[src/rtl/game_timer_pkg.sv]
// Shared state encoding and default constants for the game_timer slice.
package game_timer_pkg;

  typedef enum logic [1:0] {
    IDLE    = 2'd0,
    RUN     = 2'd1,
    PAUSED  = 2'd2,
    EXPIRED = 2'd3
  } state_e;

  localparam int DEF_CNT_W       = 7;
  localparam int DEF_STEP        = 30;
  localparam int DEF_WARN_THRESH = 5;

endpackage

[src/rtl/game_timer_tick_prescaler.sv]
// Divides the clock into count ticks: one tick every TICK_DIV enabled clocks.
module tick_prescaler #(
  parameter int TICK_DIV = 1
) (
  input  logic clk,
  input  logic restart,
  input  logic clr,
  input  logic en,
  output logic tick
);

  localparam int PW = (TICK_DIV > 1) ? $clog2(TICK_DIV) : 1;
  localparam logic [PW-1:0] LAST = PW'(TICK_DIV - 1);

  logic [PW-1:0] cnt_q, cnt_d;

  assign tick = en && (cnt_q == LAST);

  // Holding en low without clr freezes the phase so a resume continues from it.
  always_comb begin
    cnt_d = cnt_q;
    if (clr) begin
      cnt_d = '0;
    end else if (en) begin
      cnt_d = tick ? '0 : cnt_q + 1'b1;
    end
  end

  always_ff @(posedge clk or negedge restart) begin
    if (!restart) cnt_q <= '0;
    else          cnt_q <= cnt_d;
  end

endmodule

[src/rtl/game_timer.sv]
// Countdown game timer with difficulty-scaled load, pause, bonus time and expiry pulse.
// Optional low-time warning output is built when GAME_TIMER_WARN_EN is defined.
module game_timer
  import game_timer_pkg::*;
#(
  parameter int CNT_W       = DEF_CNT_W,
  parameter int STEP        = DEF_STEP,
  parameter int LEVEL_W     = 2,
  parameter int TICK_DIV    = 1,
  parameter int WARN_THRESH = DEF_WARN_THRESH
) (
  input  logic               clk,
  input  logic               restart,
  input  logic               start,
  input  logic               abort,
  input  logic               pause,
  input  logic [LEVEL_W-1:0] level,
  input  logic               bonus_vld,
  input  logic [CNT_W-1:0]   bonus_amt,
  output logic [CNT_W-1:0]   counter,
  output logic [1:0]         state,
  output logic               expired,
  output logic               warn
);

  localparam int PROD_W = CNT_W + LEVEL_W;
  localparam logic [CNT_W-1:0] MAX_CNT = '1;

  function automatic logic [CNT_W-1:0] calc_max(input logic [LEVEL_W-1:0] lvl);
    logic [PROD_W-1:0] prod;
    prod = PROD_W'(lvl) * PROD_W'(STEP);
    if (prod > PROD_W'(MAX_CNT)) return MAX_CNT;
    return prod[CNT_W-1:0];
  endfunction

  state_e           state_q, state_d;
  logic [CNT_W-1:0] counter_q, counter_d;
  logic             expired_q, expired_d;
  logic             ps_clr, ps_en, tick;
  logic [CNT_W-1:0] max_live;
  logic [CNT_W-1:0] dec_cnt;
  logic [CNT_W:0]   sum_cnt;
  logic [CNT_W-1:0] next_cnt;

  assign max_live = calc_max(level);

  // The prescaler only advances while actively counting; pause freezes it.
  assign ps_en  = (state_q == RUN || state_q == PAUSED) && !pause && !abort && !start;
  assign ps_clr = !(state_q == RUN || state_q == PAUSED) || abort || start;

  tick_prescaler #(.TICK_DIV(TICK_DIV)) u_prescaler (
    .clk     (clk),
    .restart (restart),
    .clr     (ps_clr),
    .en      (ps_en),
    .tick    (tick)
  );

  assign dec_cnt  = counter_q - {{(CNT_W-1){1'b0}}, tick};
  assign sum_cnt  = {1'b0, dec_cnt} + {1'b0, (bonus_vld ? bonus_amt : {CNT_W{1'b0}})};
  assign next_cnt = sum_cnt[CNT_W] ? MAX_CNT : sum_cnt[CNT_W-1:0];

  always_comb begin
    state_d   = state_q;
    counter_d = counter_q;
    expired_d = 1'b0;
    if (abort) begin
      state_d   = IDLE;
      counter_d = max_live;
    end else if (start) begin
      counter_d = max_live;
      if (max_live == '0) begin
        state_d   = EXPIRED;
        expired_d = 1'b1;
      end else begin
        state_d = RUN;
      end
    end else begin
      unique case (state_q)
        IDLE:    counter_d = max_live;
        RUN, PAUSED: begin
          state_d   = pause ? PAUSED : RUN;
          counter_d = next_cnt;
          // Expiry only on a tick; bonus alone never drives the count to zero.
          if (tick && next_cnt == '0) begin
            state_d   = EXPIRED;
            expired_d = 1'b1;
          end
        end
        EXPIRED: counter_d = '0;
        default: state_d = IDLE;
      endcase
    end
  end

  always_ff @(posedge clk or negedge restart) begin
    if (!restart) begin
      state_q   <= IDLE;
      counter_q <= '0;
      expired_q <= 1'b0;
    end else begin
      state_q   <= state_d;
      counter_q <= counter_d;
      expired_q <= expired_d;
    end
  end

`ifdef GAME_TIMER_WARN_EN
  logic warn_q, warn_d;

  // Computed from next-state values so warn lines up with the registered count.
  always_comb begin
    warn_d = (state_d == RUN || state_d == PAUSED) && (counter_d != '0) &&
             (32'(counter_d) <= 32'(WARN_THRESH));
  end

  always_ff @(posedge clk or negedge restart) begin
    if (!restart) warn_q <= 1'b0;
    else          warn_q <= warn_d;
  end

  assign warn = warn_q;
`else
  assign warn = 1'b0;
`endif

  assign counter = counter_q;
  assign state   = state_q;
  assign expired = expired_q;

endmodule

[config.mk]
export PLATFORM = sky130hd
export DESIGN_NAME = game_timer
export DESIGN_NICKNAME = d
export VERILOG_FILES = /design/src/rtl/game_timer_pkg.sv /design/src/rtl/game_timer_tick_prescaler.sv /design/src/rtl/game_timer.sv
export SDC_FILE = /design/constraint.sdc
export NUM_CORES = 1
export LEC_CHECK = 0
export ABC_CLOCK_PERIOD_IN_PS = 7300
export CAP_MARGIN = 20
export CORE_ASPECT_RATIO = 0.75
export CORE_UTILIZATION = 50
export CTS_BUF_LIST = sky130_fd_sc_hd__clkbuf_4 sky130_fd_sc_hd__clkbuf_8
export DETAILED_ROUTE_END_ITERATION = 10
export PLACE_DENSITY = 0.79
export SKIP_CTS_REPAIR_TIMING = 1
export SYNTH_ARGS = -nofsm -noshare
export SYNTH_HDL_FRONTEND = slang
export SYNTH_HIERARCHICAL = 1
export SYNTH_SLANG_ARGS = --single-unit
[constraint.sdc]
create_clock -name clk -period 7.3 [get_ports clk]
set_clock_uncertainty 0.05 [all_clocks]
set_input_delay 0.73 -clock clk [delete_from_list [all_inputs] [get_ports clk]]
set_output_delay 0.73 -clock clk [all_outputs]
set_load 0.02 [all_outputs]
# Word-level counts from Yosys, hierarchy flattened
# Cells that the tools add are included.
classes:
  n_addsub: 3
  mul: 1
  eq_ne: 3
  n_mux: 19
  bitwise: 1
  n_reduce_logical: 18
op_table:
  columns: ["cell", "n"]
  rows:
  - ["$mux 7", 4]
  - ["$pmux 7 s3", 1]
  - ["$logic_not 7->1", 2]
  - ["$mux 2", 6]
  - ["$add 7x7->8", 1]
  - ["$mux 1", 8]
  - ["$sub 7x1->7", 1]
  - ["$mul 2x4->6 const B", 1]
  - ["$logic_and 1x1->1", 5]
  - ["$eq 2x2->1 const B", 2]
  - ["$logic_not 1->1", 4]
  - ["$logic_or 1x1->1", 3]
  - ["$reduce_bool 3->1", 1]
  - ["$eq 2x1->1 const B", 1]
  - ["$logic_not 2->1", 1]
  - ["$reduce_bool 2->1", 1]
  - ["$reduce_or 2->1", 1]
  - ["$add 1x1->1 const B", 1]
  - ["$not 1->1", 1]
totals:
  reg_bits: 11
  inputBits: 15
  output_inout_bits: 11
  wordCells: 49

# Longest topological paths before layout
# Gate-level depths: netlist of the first run.
logic_depth:
  ltp_word: 15
  mapped_depth: 17

# Cells and area by module
# Netlist of the first run, hierarchy kept.
modules_own_cells:
  columns: ["module", "n_inst", "cells_per_inst", "area_per_inst_um2", "seq_area_each_um2"]
  rows:
  - ["game_timer", 1, 123, 1036.0, 250.2]
  - ["tick_prescaler", 1, 3, 46.3, 25.0]

# Least setup slack after synthesis of the first run
# No wires, ideal clock.
synth_path:
  kind: "input-to-reg"
  startpoint: "in start"
  endpoint: "reg state_q[1] (netlist: state[1])"
  setup_ps: 129
  arrival_time_ps: 3471
  slack_ps: 3650
  cell_stages: 15
  n_path_buf: 1
  path_cell_list: "clkbuf_1 > nor2_1 > and2_1 > inv_1 > nor2_1 > and2b_2 > ha_1 > ha_1 > inv_1 > fa_1 > a211oi_2 > nor2_1 > o22ai_2 > nor4_4 > o41a_1"
synth_via:
  elab_chain_cells: 12
  word_cells_on_any_way: 13
synth_rtl:
  columns: ["item", "line_no", "rtl"]
  rows:
  - ["start: declaration", "game_timer.sv:14", "input logic start,"]
  - ["$logic_not 1->1 (*)", "game_timer.sv:48", "assign ps_en = (state_q == RUN || state_q == PAUSED) && !pause && !abort && !start;"]
  - ["$logic_and 1x1->1 (*)", "game_timer.sv:48", null]
  - ["named net ps_en", "game_timer.sv:39", "logic ps_clr, ps_en, tick;"]
  - ["$logic_and 1x1->1 (*)", "game_timer_tick_prescaler.sv:17", "assign tick = en && (cnt_q == LAST);"]
  - ["named net tick", "game_timer.sv:39", null]
  - ["$sub 7x1->7", "game_timer.sv:59", "assign dec_cnt = counter_q - {{(CNT_W-1){1'b0}}, tick};"]
  - ["$add 7x7->8", "game_timer.sv:60", "assign sum_cnt = {1'b0, dec_cnt} + {1'b0, (bonus_vld ? bonus_amt : {CNT_W{1'b0}})};"]
  - ["$mux 7", "game_timer.sv:61", "assign next_cnt = sum_cnt[CNT_W] ? MAX_CNT : sum_cnt[CNT_W-1:0];"]
  - ["$logic_not 7->1", "game_timer.sv:85", "if (tick && next_cnt == '0) begin"]
  - ["$logic_and 1x1->1 (*)", "game_timer.sv:85", null]
  - ["$mux 2 (*)", "game_timer.sv:85", null]
  - ["$mux 2 (*)", "game_timer.sv:79", "unique case (state_q)"]
  - ["$mux 2 (*)", "game_timer.sv:70", "end else if (start) begin"]
  - ["$mux 2 (*)", "game_timer.sv:67", "if (abort) begin"]
  - ["end signal: assignment", "game_timer.sv:102", "state_q <= state_d;"]
  - ["end: declaration", "game_timer.sv:36", "state_e state_q, state_d;"]
# The timed path passes the listed nets; every way through them passes the cells marked *. The select of a mux whose other input is x is not followed.
# A chain may end at the register's enable or synchronous reset.

# Final worst setup path of the first run
# Ends and elaborated chain as after synthesis.

==> results.json, run 1 <==
{
  "status": "finished, final reports clean",
  "met1_usage_pct": 34.62,
  "yosysUniqueCellTypes": 38,
  "syn_inst": 126,
  "rsz0062_at_grt": "false",
  "slowest_stage": "clkdlybuf4s50_1",
  "leakage_nw": 0.6157,
  "crit_top_cell": "nor2_1",
  "area_delta_synth_final_pct": 26.71,
  "rows": 14,
  "grt_pass1_vias": 987,
  "worstMarginPinSlew_ps": 525.1,
  "place.gp.congestion": 0.8974,
  "ys_ff_latch": 11,
  "maxSlewViolCount": 0,
  "rr_endpoint": "counter[3]$_DFF_PN0_",
  "path_max_fanout": 9,
  "setup_viol": 0,
  "mostFrequentLayoutCells": "clkdlybuf4s50_1 (24), nor2_1 (17), ha_1 (13)",
  "cp-endpoint": "state[1]$_DFFE_PN0P_",
  "finalCritPeriodShare_pct": 54.36,
  "num_antenna_cells": 0,
  "fp.coreArea_sq_um": 2014,
  "worstSetupEndpointType": "flip-flop",
  "io_pins": 26,
  "hold_viol": 0,
  "antenna_left": 0,
  "power_density_nw_per_um2": 160.8,
  "die_x_um": 55.72,
  "seq_area_frac_synth_pct": 25.43,
  "grt-busiest-layer": "met2",
  "reg2reg_depth": 16,
  "slew_headroom_pct": 64.72,
  "numCtsBuffers": 3,
  "drcViolationCount": 0,
  "yosys_most_used_dff": "dfrtp_1",
  "viasPerCell": 5.744,
  "htree_levels": 1,
  "clk_path_buf_depth": 2,
  "drive_gt1_share_pct": 10.53,
  "tns_ps": 0,
  "post_drt_wl_per_cell_um": 15.20,
  "synth_nets": 155,
  "r2r-start": "state[1]$_DFFE_PN0P_",
  "final_cell_area_sq_um": 1371,
  "grt_util_met2_pct": 37.11,
  "clock_latency_ps": 280,
  "use_met3_pct": 5.864,
  "port_buffers": 24,
  "irDropWorstVdd_mv": 0.1523,
  "die_area_sq_um": 2356,
  "fin_crit_ps": 3968,
  "critPathArrivalTime_ps": 4080,
  "hp-class": "flip-flop to flip-flop",
  "drt_iter0_markers": 56,
  "clock-sinks": 11,
  "crit_type": "input pin to flip-flop",
  "clk_pin_slew_ps": 70,
  "dpl_cell_area_sq_um": 1341,
  "cts_tree": "built",
  "synthArstFlopShare_pct": 100.0,
  "root_buffer": "clkbuf_4",
  "path_cells": "clkdlybuf4s50_1 > nor2_1 > and2_1 > inv_1 > nor2_1 > and2b_2 > ha_1 > ha_1 > inv_1 > fa_1 > a211oi_2 > nor2_1 > o22ai_2 > nor4_4 > o41a_1",
  "grt_max_degree": 12,
  "dpl.hpwl_um": 2107,
  "final_common_cell": "clkdlybuf4s50_1",
  "initial_utilization_pct": 53.73,
  "synth_area_sq_um": 1082,
  "max_stage_delay_ps": 620,
  "grt_pass1_wl_um": 4388,
  "via_count": 1011,
  "start_kind": "input pin",
  "cp.required_ps": 7410,
  "dieHeight_um": 42.29,
  "synth_edf_count": 0,
  "max_freq_mhz": 252.0,
  "yosysWarnings": 6,
  "antenna_found_initial": 0,
  "syn_area_per_cell_sq_um": 8.590,
  "routed_wl_um": 2676,
  "maxCapViolCount": 0,
  "r2r_setup_slack_ps": 3610,
  "grt.total_usage_pct": 24.37,
  "cp-startpoint": "start",
  "first_pass_iters": 4,
  "grt_overflow": 0,
  "post-route-util_pct": 68.07,
  "fin_nets": 182
}
==> per-layer routing <==
| metal | vias up | routed length, um |
|---|---|---|
| met4 | 0 | 25 |
| met1 | 477 | 1290 |
| met3 | 4 | 175 |
| li1 | 494 | - |
| met5 | - | 0 |
| met2 | 36 | 1184 |
==> worst min path at each step <==
| stage | start | endpoint | slack (ps) | cells past startpoint |
|---|---|---|---|---|
| after detailed placement | u_prescaler/cnt_q$_DFFE_PN0P_ | u_prescaler/cnt_q$_DFFE_PN0P_ | 460 | 1 |
| after global placement | u_prescaler/cnt_q$_DFFE_PN0P_ | u_prescaler/cnt_q$_DFFE_PN0P_ | 480 | 1 |
| after floorplan | restart | counter[0]$_DFF_PN0_ | 380 | 0 |
| final | u_prescaler/cnt_q$_DFFE_PN0P_ | u_prescaler/cnt_q$_DFFE_PN0P_ | 470 | 1 |
| after CTS | u_prescaler/cnt_q$_DFFE_PN0P_ | u_prescaler/cnt_q$_DFFE_PN0P_ | 480 | 1 |
| after global routing | u_prescaler/cnt_q$_DFFE_PN0P_ | u_prescaler/cnt_q$_DFFE_PN0P_ | 520 | 1 |
==> cell families after synthesis <==
family	share of synthesized area [%]
buf+inv	5.202
compound gates	19.65
fa+ha+maj	16.88
simple gates	26.24
other cells	0.3465
xor+xnor	4.855
mux	1.387
flops	25.43
==> final cells by class <==
class	instances	area, sq um
sequential	11	275.3
multi-input combinational	101	750.7
tap	24	30.03
fill	163	643.1
clock buffer	4	30.03
inverter	12	45.04
timing repair buffer	24	240.2
==> flip-flops by register name (all words and copies together) (netlist names) <==
signal             flops
expired                1
state                  2
counter                7
u_prescaler/cnt_q      1
==> power by group <==
part / internal (mW) / switching [mW] / total (mW)
Clock: 0.0249 / 0.0234 / 0.0483
Sequential: 0.0657 / 0.00517 / 0.0709
Combinational: 0.0466 / 0.0547 / 0.101
==> through the flow <==
step | cells | power, mW | worst slack, ps | hold slack (ps)
2_1_floorplan | 126 | 0.1390 | 3650 | 384.4
3_3_place_gp | 172 | 0.1688 | 3169 | 484.5
3_5_place_dp | 172 | 0.1716 | 3073 | 460.5
4_1_cts | 176 | 0.2205 | 3358 | 480.4
5_1_grt | 176 | 0.2345 | 3102 | 524.0
6_report | 176 | 0.2204 | 3332 | 473.6
==> cells in the mapped netlist, types with 2 or more instances <==
cell type	number	area, sq um
o21a_1	2	15.01
xor2_1	5	43.79
nand2_1	8	30.03
nor3_1	4	20.02
nor2_1	17	63.81
and2_1	8	50.05
o22ai_1	3	18.77
ha_1	13	162.7
or3_1	2	12.51
nor4_1	4	25.02
inv_1	12	45.04
dfrtp_1	11	275.3
nand3_1	2	10.01
a21oi_1	6	30.03
o21ai_0	5	25.02
o21ba_2	2	20.02
==> worst max-delay path, delay by kind of cell <==
| kind | cells | cell delay (ps) |
|---|---|---|
| fa+ha+maj | 3 | 940 |
| compound gates | 3 | 900 |
| buf+inv | 3 | 760 |
| simple gates | 6 | 720 |
(Power assumes the default switching activity.)
==> inputs of run 2 (changes only) <==
ABC_CLOCK_PERIOD_IN_PS = 4100   (was 7300)
clock period = 4.1 ns   (was 7.3 ns; I/O delays follow)
==> results.json, run 2 (synthesized netlist as in run 1, its figures left out) <==
{
  "irDropWorstVdd_mv": 0.2107,
  "switching_power_mw": 0.1469,
  "r2r-start": "state[1]$_DFFE_PN0P_",
  "maxCapViolCount": 0,
  "path_max_fanout": 7,
  "drcViolationCount": 0,
  "grt-busiest-layer": "met2",
  "fp.coreArea_sq_um": 2014,
  "grt_overflow": 0,
  "grt.total_usage_pct": 24.93,
  "p_sw_share_pct": 37.38,
  "dp.cells": 174,
  "place.gp.congestion": 0.8894,
  "largest_reg_flops": 7,
  "n_fill_cell": 166,
  "dpl.hpwl_um": 2051,
  "htree_levels": 1,
  "antenna_found_initial": 0,
  "viasPerCell": 5.680,
  "pwr-share-clk_pct": 21.6,
  "power_mw": 0.3930,
  "multi_input_area_sq_um": 750.7,
  "fin_crit_ps": 3663,
  "hp-class": "input pin to asynchronous set/reset pin",
  "post_drt_wl_per_cell_um": 14.56,
  "initial_utilization_pct": 53.73,
  "die_area_sq_um": 2356,
  "power_frac_comb_pct": 46.5,
  "max_freq_mhz": 273.0,
  "finalCritPeriodShare_pct": 89.35,
  "cp.required_ps": 4200,
  "worstMarginPinSlew_ps": 568.6,
  "dieHeight_um": 42.29,
  "reg2reg_depth": 15,
  "slew_headroom_pct": 61.80,
  "clock_latency_ps": 270,
  "root_buffer": "clkbuf_4",
  "p_seq_share_pct": 31.9,
  "port_buffers": 24,
  "clk_pin_slew_ps": 80,
  "via_count": 1011,
  "drive_gt1_share_pct": 11.69,
  "leakage_nw": 0.6255,
  "io_pins": 26,
  "maxSlewViolCount": 0,
  "area_delta_synth_final_pct": 28.09,
  "start_kind": "flip-flop",
  "grt_util_met2_pct": 37.35,
  "grt_max_degree": 12,
  "register_area_sq_um": 275.3,
  "worstSetupEndpointType": "flip-flop",
  "final_cell_area_sq_um": 1386,
  "p_int_mw": 0.2460,
  "num_antenna_cells": 0,
  "slowest_stage": "fa_1",
  "hold_ws_ps": 413.4,
  "status": "finished, final reports clean",
  "use_met3_pct": 7.099,
  "grt_pass1_vias": 986,
  "final_cells": 178,
  "die_x_um": 55.72,
  "met1_usage_pct": 35.15,
  "setup_viol": 0,
  "rr_endpoint": "state[1]$_DFFE_PN0P_",
  "max_stage_delay_ps": 470,
  "final_common_cell": "clkdlybuf4s50_1",
  "antenna_left": 0,
  "grt_pass1_wl_um": 4491,
  "dpl_cell_area_sq_um": 1356,
  "cts_tree": "built",
  "first_pass_iters": 4,
  "critPathArrivalTime_ps": 3770,
  "crit_type": "flip-flop to flip-flop",
  "numCtsBuffers": 3,
  "fin_nets": 184,
  "tns_ps": 0,
  "routed_wl_um": 2592,
  "clk_path_buf_depth": 2,
  "path_cells": "inv_1 > ha_1 > and2_1 > inv_1 > nor2_1 > and2b_2 > ha_1 > ha_1 > inv_1 > fa_1 > a211oi_2 > nor2_1 > o22ai_2 > nor4_4 > o41a_1",
  "rows": 14,
  "rsz0062_at_grt": "false",
  "hold_viol": 0,
  "clock-sinks": 11,
  "r2r_setup_slack_ps": 440,
  "mostFrequentLayoutCells": "clkdlybuf4s50_1 (24), nor2_1 (17), ha_1 (13)",
  "drt_iter0_markers": 37,
  "power_density_nw_per_um2": 283.4
}
==> run 2: changes by cell type in the layout (fill, tap and decap cells not counted), sizes merged <==
cell	previous run	this run
buf	0	2
==> run 2: critical path, delay by kind of cell, from the launching register on <==
kind | cells | cell delay, ps
compound gates | 3 | 910
fa+ha+maj | 4 | 1300
simple gates | 5 | 670
buf+inv | 3 | 210
flops | 1 | 390
==> run 2: how the worst max path moves through the flow <==
stage,endpoint,cells after the start,slack [ps],start
final,state[1]$_DFFE_PN0P_,15,440,state[1]$_DFFE_PN0P_
after global routing,state[1]$_DFFE_PN0P_,15,260,state[1]$_DFFE_PN0P_
after CTS,state[1]$_DFFE_PN0P_,15,460,state[1]$_DFFE_PN0P_
after detailed placement,state[1]$_DFFE_PN0P_,15,300,abort
after global placement,state[1]$_DFFE_PN0P_,15,400,abort
after floorplan,state[1]$_DFFE_PN0P_,15,600,state[1]$_DFFE_PN0P_
==> run 2: area by class of cell <==
type                            instances  share of cell area, %
Multi-Input combinational cell        101                  54.15
Tap cell                               24                  2.166
Clock buffer                            4                  2.166
Inverter                               12                  3.249
Timing Repair Buffer                   26                  18.41
Sequential cell                        11                  19.86
==> run 2: power groups by stage <==
stage                     combinational (mW)  clock [mW]  sequential [mW]
after floorplan                        0.110           0            0.137
after global placement                 0.176           0            0.127
after detailed placement               0.179           0            0.128
after CTS                              0.181      0.0861            0.125
after global routing                   0.200      0.0911            0.127
final                                  0.183      0.0848            0.126
==> run 2: metal layers <==
metal | wire length [um] | share of wire (%) | up-vias
met2 | 1131 | 44 | 42
met1 | 1261 | 49 | 467
li1 | - | - | 498
met3 | 169 | 6.5 | 4
met5 | 0 | 0 | -
met4 | 29 | 1.1 | 0
==> run 2: stage by stage <==
stage / worst slack, ps / util (%)
floorplan: 599.3 / -
global placement: 399.7 / 67.33
detailed placement: 298.3 / 67.33
CTS: 458.1 / 68.82
global route: 258.5 / 68.82
finish: 436.8 / 68.82
==> inputs of run 3 (changes only) <==
DONT_BUFFER_PORTS = 1   (was unset)
PLACE_DENSITY = 0.64   (was 0.79)
==> results.json, run 3 (synthesized netlist as in run 1, its figures left out) <==
{
  "place.gp.congestion": 0.7386,
  "crit_buf_inv": 3,
  "hp-class": "input pin to flip-flop",
  "htree_levels": 1,
  "die_area_sq_um": 2356,
  "setup_ws_ps": 350.3,
  "dp_slack_ps": 382.5,
  "cts_tree": "built",
  "routed-wl-met3_um": 165,
  "dpl.hpwl_um": 1875,
  "cp-startpoint": "state[1]$_DFFE_PN0P_",
  "port_buffers": 0,
  "routed_wl_um": 2308,
  "hold_viol": 0,
  "wl_met1_um": 1268,
  "first_pass_iters": 4,
  "grt_overflow": 0,
  "clock_latency_ps": 270,
  "slowest_stage": "dfrtp_1",
  "final_common_cell": "nor2_1",
  "critPathArrivalTime_ps": 3840,
  "maxCapViolCount": 0,
  "post_drt_wl_per_cell_um": 14.99,
  "maxSlewViolCount": 0,
  "drive_gt1_share_pct": 13.08,
  "mostFrequentLayoutCells": "nor2_1 (17), ha_1 (13), inv_1 (12)",
  "grt_pass1_wl_um": 3960,
  "irDropWorstVdd_mv": 0.2212,
  "max_stage_delay_ps": 490,
  "crit_type": "flip-flop to flip-flop",
  "antenna_found_initial": 0,
  "num_antenna_cells": 0,
  "dieHeight_um": 42.29,
  "leakage_nw": 0.5326,
  "slew_headroom_pct": 64.04,
  "met2_length_um": 874,
  "grt_max_degree": 12,
  "post-route-util_pct": 57.02,
  "worstMarginPinSlew_ps": 535.3,
  "antenna_left": 0,
  "clk_pin_slew_ps": 70,
  "path_cells": "inv_1 > ha_1 > and2_1 > inv_1 > nor2_1 > and2b_2 > ha_1 > ha_1 > inv_1 > fa_1 > a211oi_2 > nor2_1 > o22ai_2 > nor4_4 > o41a_1",
  "area_delta_synth_final_pct": 6.127,
  "fp.coreArea_sq_um": 2014,
  "via_count": 896,
  "worstSetupEndpointType": "flip-flop",
  "io_pins": 26,
  "fin_crit_ps": 3750,
  "power_density_nw_per_um2": 308.7,
  "cp.required_ps": 4190,
  "max_freq_mhz": 266.7,
  "hold_ws_ps": 234.0,
  "initial_utilization_pct": 53.73,
  "root_buffer": "clkbuf_4",
  "largest_reg_flops": 7,
  "start_kind": "flip-flop",
  "grt_pass1_vias": 882,
  "r2r-start": "state[1]$_DFFE_PN0P_",
  "status": "finished, final reports clean",
  "clock-sinks": 11,
  "crit_family": "adder cells",
  "path_max_fanout": 4,
  "rows": 14,
  "hp-start": "start",
  "top_layer": "met3",
  "rsz0062_at_grt": "false",
  "die_x_um": 55.72,
  "fin_nets": 160,
  "drcViolationCount": 0,
  "viasPerCell": 5.818,
  "finalCritPeriodShare_pct": 91.46,
  "grt.total_usage_pct": 21.79,
  "setup_viol": 0,
  "tns_ps": 0,
  "drt_iter0_markers": 29,
  "clk_path_buf_depth": 2,
  "power_mw": 0.3545,
  "numCtsBuffers": 3
}
[run 3: through the flow]
| step | std cells | cell area (sq um) |
|---|---|---|
| 2_1_floorplan | 126 | 1082 |
| 3_3_place_gp | 149 | 1109 |
| 3_5_place_dp | 149 | 1109 |
| 4_1_cts | 153 | 1139 |
| 5_1_grt | 154 | 1149 |
| 6_report | 154 | 1149 |
[run 3: worst paths after layout]
path | end | slack, ps | cells after the start
max | state[1]$_DFFE_PN0P_ | 350 | 15
min | expired$_DFF_PN0_ | 230 | 1
max reg2reg | state[1]$_DFFE_PN0P_ | 350 | 15
min reg2reg | u_prescaler/cnt_q$_DFFE_PN0P_ | 480 | 1
max in group asynchronous | counter[1]$_DFF_PN0_ | 3170 | 1
min in group asynchronous | counter[6]$_DFF_PN0_ | 490 | 1
[run 3: cell type report]
cell class	count	area (sq um)
clock buffers	4	30.03
fillers	193	865.8
inverters	12	45.04
multi-input cells	101	750.7
flip-flops and latches	11	275.3
well taps	24	30.03
repair buffers	2	17.52
[run 3: where the power goes]
part           internal, mW  switching (mW)  total (mW)  leakage (nW)
Clock                0.0443          0.0367      0.0810        0.0184
Combinational        0.0595          0.0758       0.135         0.376
Sequential            0.117          0.0214       0.138         0.138
[run 3: layer usage]
layer	GRT usage, %	up-vias
met3	6.790	0
met1	33.20	412
met5	0	-
met4	4.500	0
li1	-	451
met2	29.88	33
[run 3: worst reg2reg max path, cell delays in order (launching register included)]
cell and delay, ps:
dfrtp_1 490, inv_1 100, ha_1 290, and2_1 160, inv_1 90, nor2_1 60, and2b_2 210, ha_1 200
ha_1 280, inv_1 60, fa_1 470, a211oi_2 310, nor2_1 150, o22ai_2 230, nor4_4 80, o41a_1 390
